$ cat src/rtl/rr_lock_arbiter.sv
// rr_lock_arbiter
//   Round-robin arbiter with lock-until-release semantics. When idle, a new owner
//   is chosen from the requests, starting at a rotating pointer. The owner keeps
//   the grant until it pulses done, drops its request, or reaches MAX_HOLD
//   consecutive grant cycles. After every release there is at least one idle
//   cycle, and the pointer moves to the agent after the old owner.
//
//   state   | meaning
//   --------+----------------------------------------------------------
//   IDLE    | no grant; choose an owner from r, starting at ptr
//   GRANTED | g is one-hot on the latched owner; hold count runs
//
// Ports
//   clock   in   rising-edge clock
//   reset   in   synchronous active-high reset
//   r       in   [AGENTS] level-sensitive requests
//   done    in   [AGENTS] release pulses (only the owner's bit is honoured)
//   g       out  [AGENTS] grant, one-hot or zero
//   busy    out  high while any grant bit is set
//   timeout out  one-cycle pulse after a release forced by the hold limit
module rr_lock_arbiter #(
    parameter int AGENTS   = 8,
    parameter int MAX_HOLD = 16
) (
    input  logic              clock,
    input  logic              reset,
    input  logic [AGENTS-1:0] r,
    input  logic [AGENTS-1:0] done,
    output logic [AGENTS-1:0] g,
    output logic              busy,
    output logic              timeout
);

    localparam int IDX_W = $clog2(AGENTS);
    localparam int CNT_W = $clog2(MAX_HOLD + 1);

    typedef enum logic {
        ST_IDLE    = 1'b0,
        ST_GRANTED = 1'b1
    } state_t;

    state_t             r_state;
    state_t             w_state_nxt;
    logic [IDX_W-1:0]   r_owner;
    logic [IDX_W-1:0]   w_owner_nxt;
    logic [IDX_W-1:0]   r_ptr;
    logic [IDX_W-1:0]   w_ptr_nxt;
    logic [CNT_W-1:0]   r_count;
    logic [CNT_W-1:0]   w_count_nxt;
    logic               r_timeout;
    logic               w_timeout_nxt;

    logic [IDX_W-1:0]   w_pick;
    logic               w_found;
    logic               w_owner_done;
    logic               w_owner_req;
    logic               w_at_limit;
    logic               w_release;

    // Search r starting at ptr and wrap around. The first set bit found wins.
    always_comb begin
        int idx;
        idx     = 0;
        w_pick  = '0;
        w_found = 1'b0;
        for (int i = 0; i < AGENTS; i++) begin
            idx = int'(r_ptr) + i;
            if (idx >= AGENTS) begin
                idx = idx - AGENTS;
            end
            if (!w_found && r[idx]) begin
                w_pick  = IDX_W'(idx);
                w_found = 1'b1;
            end
        end
    end

    assign w_owner_done = done[r_owner];
    assign w_owner_req  = r[r_owner];
    assign w_at_limit   = (r_count == CNT_W'(MAX_HOLD));
    assign w_release    = w_owner_done | ~w_owner_req | w_at_limit;

    // State register
    always_ff @(posedge clock) begin
        if (reset) begin
            r_state   <= ST_IDLE;
            r_owner   <= '0;
            r_ptr     <= '0;
            r_count   <= '0;
            r_timeout <= 1'b0;
        end else begin
            r_state   <= w_state_nxt;
            r_owner   <= w_owner_nxt;
            r_ptr     <= w_ptr_nxt;
            r_count   <= w_count_nxt;
            r_timeout <= w_timeout_nxt;
        end
    end

    // Next-state logic
    always_comb begin
        w_state_nxt   = r_state;
        w_owner_nxt   = r_owner;
        w_ptr_nxt     = r_ptr;
        w_count_nxt   = r_count;
        w_timeout_nxt = 1'b0;
        case (r_state)
            ST_IDLE: begin
                if (w_found) begin
                    w_state_nxt = ST_GRANTED;
                    w_owner_nxt = w_pick;
                    w_count_nxt = CNT_W'(1);
                end
            end
            ST_GRANTED: begin
                if (w_release) begin
                    w_state_nxt = ST_IDLE;
                    w_count_nxt = '0;
                    w_ptr_nxt   = (r_owner == IDX_W'(AGENTS - 1)) ? '0
                                                                  : r_owner + IDX_W'(1);
                    // A release counts as a timeout only when the hold limit is
                    // the sole cause of it.
                    w_timeout_nxt = w_at_limit & ~w_owner_done & w_owner_req;
                end else begin
                    w_count_nxt = r_count + CNT_W'(1);
                end
            end
            default: begin
                w_state_nxt = ST_IDLE;
            end
        endcase
    end

    // Outputs are decoded from registers only.
    always_comb begin
        g = '0;
        if (r_state == ST_GRANTED) begin
            g[r_owner] = 1'b1;
        end
        busy    = |g;
        timeout = r_timeout;
    end

endmodule

$ cat config.mk
export PLATFORM = sky130hd
export DESIGN_NAME = rr_lock_arbiter
export DESIGN_NICKNAME = d
export VERILOG_FILES = /design/src/rtl/rr_lock_arbiter.sv
export SDC_FILE = /design/constraint.sdc
export NUM_CORES = 1
export LEC_CHECK = 0
export CELL_PAD_IN_SITES_DETAIL_PLACEMENT = 1
export CELL_PAD_IN_SITES_GLOBAL_PLACEMENT = 2
export CORE_ASPECT_RATIO = 1.4
export CORE_MARGIN = 3
export CORE_UTILIZATION = 35
export CTS_BUF_LIST = sky130_fd_sc_hd__clkbuf_8
export CTS_CLUSTER_DIAMETER = 30
export DETAILED_ROUTE_END_ITERATION = 16
export HOLD_SLACK_MARGIN = 0.1
export PLACE_DENSITY_LB_ADDON = 0.1
export SYNTH_ARGS = -nofsm -noshare
export SYNTH_HDL_FRONTEND = slang
export SYNTH_SLANG_ARGS = --single-unit
export TNS_END_PERCENT = 20
$ cat constraint.sdc
create_clock -name clock -period 5.9 [get_ports clock]
set_input_delay 0.59 -clock clock [delete_from_list [all_inputs] [get_ports clock]]
set_output_delay 0.59 -clock clock [all_outputs]
set_load 0.005 [all_outputs]
======== Word-level counts from Yosys, hierarchy flattened ========
Index checks and enable logic that the tools add are counted.
operators by class
  $add $sub $neg .......................... 17
  multiply operators ...................... 0
  divide/modulo/power cells ............... 0
  order comparisons ....................... 18
  eq/ne operators ......................... 3
  shift operators ......................... 0
  mux-type cells .......................... 62
  bitwise logic cells ..................... 8
  reduce and logical (&&, ||, !) cells .... 19
operator list
  operator                                                                             number
  32-bit by 5-bit < comparator with 1-bit output, second input constant                8
  32-bit two-way mux                                                                   8
  4-bit by 4-bit subtractor with 5-bit output, second input constant                   7
  1-bit binary-select mux with 3-bit select                                            10
  1-bit two-way mux                                                                    29
  4-bit greater-or-equal comparator, second input constant                             7
  3-bit two-way mux                                                                    9
  3-bit by 3-bit adder with 4-bit output, second input constant                        4
  5-bit two-way mux                                                                    2
  5-bit one-hot mux with 2 select lines                                                1
  3-bit by 2-bit adder with 4-bit output, second input constant                        2
  1-bit logical AND                                                                    8
  8-bit two-way mux                                                                    1
  8-bit OR reduction                                                                   1
  1-bit zero test                                                                      7
  5-bit by 1-bit adder with 5-bit output, second input constant                        1
  5-bit equality test, second input constant                                           1
  3-bit by 4-bit subtractor with 5-bit output, second input constant                   1
  3-bit by 1-bit adder with 4-bit output, second input constant                        1
  3-bit by 4-bit greater-or-equal comparator with 1-bit output, second input constant  1
  3-bit by 4-bit < comparator with 1-bit output, second input constant                 1
  1-bit NOT                                                                            4
  2-bit AND reduction                                                                  2
  3-bit by 1-bit adder with 3-bit output, second input constant                        1
  other kinds (8)                                                                      10
storage, ports and cells
  bits in registers ....................... 13
  latch bits .............................. 0
  memory bits (writable) .................. 0
  ROM bits ................................ 0
  bits of input ports ..................... 18
  output and inout bits ................... 10
  word-level logic and storage cells ...... 132
  memories kept ........................... 0

======== Logic depth before layout (Yosys ltp) ========
Gate-level depths: netlist of the first run.
  depth after elaboration ................. 29
  depth in mapped cells ................... 12
  mapped depth without buffers ............ 8

======== Worst setup path after synthesis of the first run ========
Ideal clock, no wire load.
  path type ............................... reg-to-reg
  start point ............................. register r_ptr[1]
  end point ............................... register r_owner[1]
  library setup time ...................... 0.125 ns
  arrival time ............................ 3.045 ns
  required time ........................... 5.775 ns
  setup slack ............................. 2.730 ns
  cell stages (with the launch flop) ...... 12
  path buffers ............................ 3
  clock period less this slack ............ 3.170 ns
  cell sequence ........................... dfxtp_1 -> buf_6 -> clkbuf_1 -> inv_1 -> ha_1 -> buf_2 -> mux4_2 -> mux2_2 -> nand4bb_1 -> o31ai_1 -> a311o_1 -> o21ai_1
on the way
  cells in the longest elaborated chain, start to end .. 28
  elaborated cells on any way between the ends .. 86
  classes of those cells .................. add/sub: 15; order compare: 8; mux: 48; reduce/logical: 15
RTL lines
  what                                                                                                  RTL line  RTL
  start: declaration                                                                                    46        logic [IDX_W-1:0] r_ptr;
  start signal: assignment                                                                              94        r_ptr <= w_ptr_nxt;
  parallel branches: the longest is 28 deep, another holds 4-bit by 4-bit subtractor with 5-bit output  n/a
  end signal: assignment                                                                                93        r_owner <= w_owner_nxt;
  end: declaration                                                                                      44        logic [IDX_W-1:0] r_owner;
Several ways; the timed one is not identified. The select of a mux whose other input is x is not followed.
A chain may end at the register's enable or synchronous reset.

======== Final worst setup path of the first run ========
Same ends and word-level chain as after synthesis.

==> results of run 1 <==
[worst register-to-register path, delay by kind of cell, from the launching register on]
| family | cells | cell delay, ns |
|---|---|---|
| adders and majority gates | 1 | 0.68 |
| buffers and inverters | 1 | 0.21 |
| AOI/OAI and AO/OA | 3 | 0.88 |
| muxes | 2 | 1.04 |
| DFF | 1 | 0.82 |
| and+or+nand+nor | 1 | 0.29 |
[cells by family after synthesis]
group | synth area share (%)
adders and majority gates | 4.57
DFF | 15.9
buffers and inverters | 6.78
AOI/OAI and AO/OA | 22.9
and+or+nand+nor | 22.1
xor gates and xnor gates | 1.60
muxes | 26.2
[placed cells by master, fill, tap and decap left out, drive strengths merged, types with 6 or more instances in the layout]
master	count
nor2	16
o21ai	6
nor4	7
clkdlybuf4s50	27
nand2b	6
dfxtp	13
mux2	6
ha	6
mux4	10
inv	12
mux2i	13
nand2	16
a21oi	13
[routing by layer]
layer	track usage, %	routed length, microns	vias up
met5	0	0	-
met4	11.0	147	0
met3	1.81	86	10
met2	40.2	2970	25
met1	22.9	2180	829
li1	-	-	785
[power breakdown]
| group | switching [uW] | total (uW) | internal, uW |
|---|---|---|---|
| clock | 38.1 | 85.0 | 46.9 |
| sequential | 40.4 | 139 | 98.7 |
| combinational | 178 | 342 | 163 |
[stage by stage]
| stage | instance area, sq um | std cells |
|---|---|---|
| final | 1970 | 273 |
| after detailed placement | 1920 | 269 |
| after global routing | 1970 | 273 |
| after CTS | 1970 | 273 |
| after floorplan | 1640 | 195 |
| after global placement | 1920 | 269 |
[path summary, 6_finish.rpt]
path              depth (start not counted)                    start  slack (ns)                      end
setup / recovery                          8    r_ptr[1]$_SDFFE_PP0N_        1.86  r_owner[1]$_SDFFE_PP0P_
hold / removal                            2  r_count[4]$_SDFFE_PP0P_        0.50  r_count[4]$_SDFFE_PP0P_
setup reg to reg                          8    r_ptr[1]$_SDFFE_PP0N_        1.86  r_owner[1]$_SDFFE_PP0P_
hold reg to reg                           2  r_count[4]$_SDFFE_PP0P_        0.50  r_count[4]$_SDFFE_PP0P_
[registers in the layout, indices dropped and copies added (netlist names)]
name     flops
timeout      1
r_count      5
r_state      1
r_ptr        3
r_owner      3
[area by class of cell]
cell class                      instances  area, sq um
Timing Repair Buffer                   27          270
Tap cell                               60         75.1
Fill cell                             536         2410
Clock inverter                          1         5.00
Multi-Input combinational cell        157         1270
Inverter                               12         45.0
Sequential cell                        13          260
Clock buffer                            3         41.3
==> impl_summary.txt, run 1 <==
----------------------------------------------------
[CTS]
  Buffer cell driving the clock tree root ... sky130_fd_sc_hd__clkbuf_8
  Postcts setup bufs ... 0
  CTS sink cnt ... 13
  Clock Latency Late Sink ... 0.25 ns
  Cts hold-fix bufs ... 0
  H-tree Lvls ... 1
  CTS max path bufs ... 2
  TritonCTS clock tree ... done
  Clock transition at path regs ... 0.06 ns
  Clock buffer count from CTS ... 3
  Post-CTS resize count ... 0

[GRT]
  Pin count of the biggest net entering global routing ... 21
  Antenna violations before repair ... 0
  Overall routing resource usage ... 21.2%
  Via count of the first global-routing pass ... 1,827
  First-pass GRT wire length ... 9.20 mm
  Final global-route overflow total ... 0

[Critical path]
  Critical Path Source Type ... flop
  Worst EP arrival ... 4.17 ns
  Required time worst endpoint ... 6.04 ns
  Cells along the critical path ... inv_1, ha_1, mux4_2, mux2i_1, nand4bb_1, o31ai_1, a311o_1, o21ai_1
  Family with the most delay on the worst path ... multiplexers
  Crit Path Max Fanout ... 19
  Crit path kind ... reg -> reg
  Slowest cell delay on critical path ... 0.82 ns
  Crit path buffers/inverters ... 1
  Cell with the largest stage delay on the worst path ... sky130_fd_sc_hd__dfxtp_1
  Critical path capture point type ... flop

[Power and ir drop]
  Power density of the placed cells ... 288 nW/um^2
  Leakage component of the power ... 0.000678 uW
  Total Power Consumption ... 566 uW
  Worst-case vdd ir drop ... 118 uV

[Placement]
  Worst slack, placed ... 1.91 ns
  Number of port buffers ... 27
  Detailed placer's ending HPWL ... 4.18 mm
  Placer Congestion ... 0.900

[Yosys]
  Number of cells produced by synthesis ... 195
  Count of flip-flops with a built-in enable after synthesis ... 0
  Main area contributors after synthesis ... sky130_fd_sc_hd__dfxtp_1 16%, sky130_fd_sc_hd__mux4_2 14%, sky130_fd_sc_hd__mux2i_1 7.9%
  Avg Cell Area, Syn ... 8.42 sq um
  Most common library cells after synthesis ... 16 x sky130_fd_sc_hd__nand2_1, 16 x sky130_fd_sc_hd__nor2_1, 13 x sky130_fd_sc_hd__a21oi_1, 13 x sky130_fd_sc_hd__dfxtp_1, 13 x sky130_fd_sc_hd__mux2i_1
  Sequential area share after synthesis ... 15.9%
  Net count of the mapped netlist ... 219
  Top cell type's share of synthesized area ... 15.9%
  Register bit count reported by yosys ... 13
  Async set-reset flop share out of synthesis ... 0%
  Cell area after synthesis ... 1640 sq um
  Cell type with the largest total area after synthesis ... sky130_fd_sc_hd__dfxtp_1
  Yosys Warn Count ... 0
  Commonest register cell after synthesis ... sky130_fd_sc_hd__dfxtp_1
  Cell variety after synth ... 49

[Final layout]
  Post-route core utilization ... 44.9%
  NumNets Final ... 238
  Synth-to-Final Area Change ... 19.8%
  Ant. Diodes ... 0
  Share of layout cells above drive strength 1 ... 11.3%

[Routing]
  Drc violations ... 0
  Vias ... 1,649
  Antenna Violating Nets Remaining ... 0
  Pre-antenna DRT Iters ... 4
  DRC violation total after the first TritonRoute iteration ... 66
  Total length of routed wires ... 5.38 mm
  Ratio of routed vias to standard cells ... 6.04
  Average routed wire per standard cell ... 19.7 microns

[Run status]
  Outcome ... completed

[Min path]
  Path category of the worst min-delay check ... reg -> reg

[Die]
  Floorplan die area ... 5560 sq um
  Initial standard-cell utilization of the core ... 37.5%
  Number of core rows ... 28
  Die extent in y ... 87.0 microns
  I/O Pins ... 28
  Area of the core ... 4380 sq um
  Horiz. Die Dim ... 63.9 microns

[STA]
  Final Max Tran Viols ... 0
  Highest achievable clock rate ... 248 MHz
  Final setup violation count ... 0
  Post-layout worst setup margin ... 1.86 ns
  Unrepaired setup endpoints after global routing ... false
  TNS Setup ... 0 ns
  Final Critical Period ... 4.04 ns
  Layout Skew ... 0.00322 ns
  Actual slew at the worst max-slew pin ... 0.917 ns
  Slew margin rel. ... 38.9%
  Final Hold Vio Count ... 0
  Final clock period utilization by the worst path ... 68.4%
  Worst hold-check slack ... 0.502 ns

[Flow run]
  MaxCap Viol Count ... 0

----------------------------------------------------
Power figures use the tool's default switching activity.
==> run 2: changes to the inputs <==
Settings changed: CORE_UTILIZATION 35 to 33.
Clock period 5.9 ns to 4 ns, I/O delays scaled along.
==> run 2 against run 1 <==
Sequential share of layout area is 0.17 points lower. Die area is 5.6% higher. Cell count is 1.8% higher. Clock power is 42% higher. Sequential cell count stayed put. Critical path depth stayed put. Power is 49% higher. Wire length is 0.43% higher. Clock skew is 0.0039 ns higher. Utilization is 2.4 points lower. Register-to-register slack worse by 1.2 ns. Fmax is 20% higher. Largest cell class unchanged. Largest power group unchanged. Highest routed layer unchanged.
==> impl_summary.txt, run 2 (synthesis gave the netlist of run 1 again) <==
----------------------------------------------------
[Final layout]
  NumNets Final ... 241 (was 238)
  Registers with the highest flip-flop counts ... r_count x5, r_owner x3, r_ptr x3 (unchanged)
  Post-route non-filler standard cell count ... 278 (was 273)
  Cell area after layout ... 1990 sq um (was 1970 sq um)
  Fill cells ... 566 (was 536)
  Register with the highest flop count ... r_count (unchanged)
  Synth-to-Final Area Change ... 21.3% (was 19.8%)
  Commonest cells after routing, fill and taps aside ... 27 x sky130_fd_sc_hd__clkdlybuf4s50_1, 16 x sky130_fd_sc_hd__nand2_1, 16 x sky130_fd_sc_hd__nor2_1 (unchanged)
  Ant. Diodes ... 0 (unchanged)
  Share of layout cells above drive strength 1 ... 12.5% (was 11.3%)
  Post-route core utilization ... 42.6% (was 44.9%)
  Most common cell after layout, fill and taps aside ... sky130_fd_sc_hd__clkdlybuf4s50_1 (unchanged)
  Max FFs per register ... 5 (unchanged)

[CTS]
  CTS sink cnt ... 13 (unchanged)
  Clock Latency Late Sink ... 0.25 ns (about the same)
  TritonCTS clock tree ... done (unchanged)
  Cts hold-fix bufs ... 0 (unchanged)
  Clock buffer count from CTS ... 3 (unchanged)
  Post-CTS resize count ... 0 (unchanged)
  Postcts setup bufs ... 0 (unchanged)
  Clock transition at path regs ... 0.06 ns (about the same)
  CTS max path bufs ... 2 (unchanged)
  H-tree Lvls ... 1 (unchanged)
  Buffer cell driving the clock tree root ... sky130_fd_sc_hd__clkbuf_8 (unchanged)

[Routing]
  Pre-antenna DRT Iters ... 4 (unchanged)
  Total length of routed wires ... 5.40 mm (was 5.38 mm)
  DRC violation total after the first TritonRoute iteration ... 65 (was 66)
  Drc violations ... 0 (unchanged)
  Average routed wire per standard cell ... 19.4 microns (was 19.7 microns)
  Antenna Violating Nets Remaining ... 0 (unchanged)
  Ratio of routed vias to standard cells ... 5.95 (was 6.04)
  Vias ... 1,653 (was 1,649)

[Critical path]
  Crit path kind ... reg -> reg (unchanged)
  Cell with the largest stage delay on the worst path ... sky130_fd_sc_hd__mux4_2 (was sky130_fd_sc_hd__dfxtp_1)
  Required time worst endpoint ... 4.13 ns (was 6.04 ns)
  Cells along the critical path ... inv_1, ha_1, mux4_2, mux2i_1, nand4bb_1, o31ai_1, a311o_1, o21ai_1 (unchanged)
  Critical path capture point type ... flop (unchanged)
  Slowest cell delay on critical path ... 0.62 ns (was 0.82 ns)
  Critical Path Source Type ... flop (unchanged)
  Crit Path Max Fanout ... 12 (was 19)
  Worst EP arrival ... 3.51 ns (was 4.17 ns)

[Power and ir drop]
  Worst-case vdd ir drop ... 153 uV (was 118 uV)
  Leakage component of the power ... 0.000694 uW (was 0.000678 uW)
  Power density of the placed cells ... 422 nW/um^2 (was 288 nW/um^2)

[Min path]
  Path category of the worst min-delay check ... reg -> reg (unchanged)

[Die]
  Initial standard-cell utilization of the core ... 35.1% (was 37.5%)
  Number of core rows ... 29 (was 28)
  Die extent in y ... 89.5 microns (was 87.0 microns)
  Floorplan die area ... 5870 sq um (was 5560 sq um)
  Area of the core ... 4680 sq um (was 4380 sq um)
  I/O Pins ... 28 (unchanged)
  Horiz. Die Dim ... 65.6 microns (was 63.9 microns)

[Placement]
  Number of port buffers ... 27 (unchanged)
  Placer Congestion ... 0.858 (was 0.900)
  Placed instance count ... 274 (was 269)
  Cell area after placement ... 1950 sq um (was 1920 sq um)
  Detailed placer's ending HPWL ... 4.28 mm (was 4.18 mm)

[STA]
  Final clock period utilization by the worst path ... 84.3% (was 68.4%)
  Unrepaired setup endpoints after global routing ... false (unchanged)
  Actual slew at the worst max-slew pin ... 0.918 ns (was 0.917 ns)
  Final Critical Period ... 3.37 ns (was 4.04 ns)
  Final Hold Vio Count ... 0 (unchanged)
  Final Max Tran Viols ... 0 (unchanged)
  Final setup violation count ... 0 (unchanged)
  Slew margin rel. ... 38.8% (was 38.9%)
  TNS Setup ... 0 ns (unchanged)
  Layout Skew ... 0.00713 ns (was 0.00322 ns)
  Highest achievable clock rate ... 296 MHz (was 248 MHz)

[Run status]
  Outcome ... completed (unchanged)

[GRT]
  Pin count of the biggest net entering global routing ... 20 (was 21)
  First-pass GRT wire length ... 9.03 mm (was 9.20 mm)
  Via count of the first global-routing pass ... 1,807 (was 1,827)
  Final global-route overflow total ... 0 (unchanged)
  Overall routing resource usage ... 19.7% (was 21.2%)
  Antenna violations before repair ... 0 (unchanged)

[Flow run]
  MaxCap Viol Count ... 0 (unchanged)

----------------------------------------------------
[run 2: cell count changes in the layout (fill, tap and decap cells not counted)]
| cell | change |
|---|---|
| sky130_fd_sc_hd__buf_4 | +3 |
[run 2: cell type report]
type	count	area (sq um)	share of cell area (%)
Clock inverter	1	5.00	0.251
Tap cell	62	77.6	3.89
Timing Repair Buffer	30	293	14.7
Inverter	12	45.0	2.26
Multi-Input combinational cell	157	1270	63.8
Clock buffer	3	41.3	2.07
Sequential cell	13	260	13.1
[run 2: metrics by stage]
step                      hold slack, ns  setup slack, ns  total power [uW]
after floorplan                    0.458            0.830               576
after global routing               0.531            0.302               905
final                              0.515            0.627               841
after global placement             0.470            0.823               700
after detailed placement           0.498            0.657               721
after CTS                          0.512            0.646               843
[run 2: routing by layer]
layer | GRT usage (%) | share of wire [%]
met5 | 0 | 0
met4 | 9.81 | 2.3
met3 | 1.89 | 2.0
met2 | 37.5 | 56
met1 | 21.6 | 40
[run 2: where the power goes]
group          internal [uW]  switching (uW)  leakage, uW
combinational            247             294     0.000562
sequential               146            33.8     0.000106
clock                   68.9            51.7    0.0000255
[run 2: critical path: cells and delay by family (launching register included)]
family          cells  cell delay, ns
flops               1            0.35
simple gates        1            0.28
mux                 2            1.07
fa+ha+maj           1            0.61
buf+inv             1            0.09
compound gates      3            0.86
[run 2: path summary, 6_finish.rpt]
check	endpoint	cells past startpoint	startpoint	slack, ns
max	r_owner[1]$_SDFFE_PP0P_	8	r_ptr[1]$_SDFFE_PP0N_	0.63
min	r_count[3]$_SDFFE_PP0P_	2	r_count[3]$_SDFFE_PP0P_	0.51
max reg2reg	r_owner[1]$_SDFFE_PP0P_	8	r_ptr[1]$_SDFFE_PP0N_	0.63
min reg2reg	r_count[3]$_SDFFE_PP0P_	2	r_count[3]$_SDFFE_PP0P_	0.51
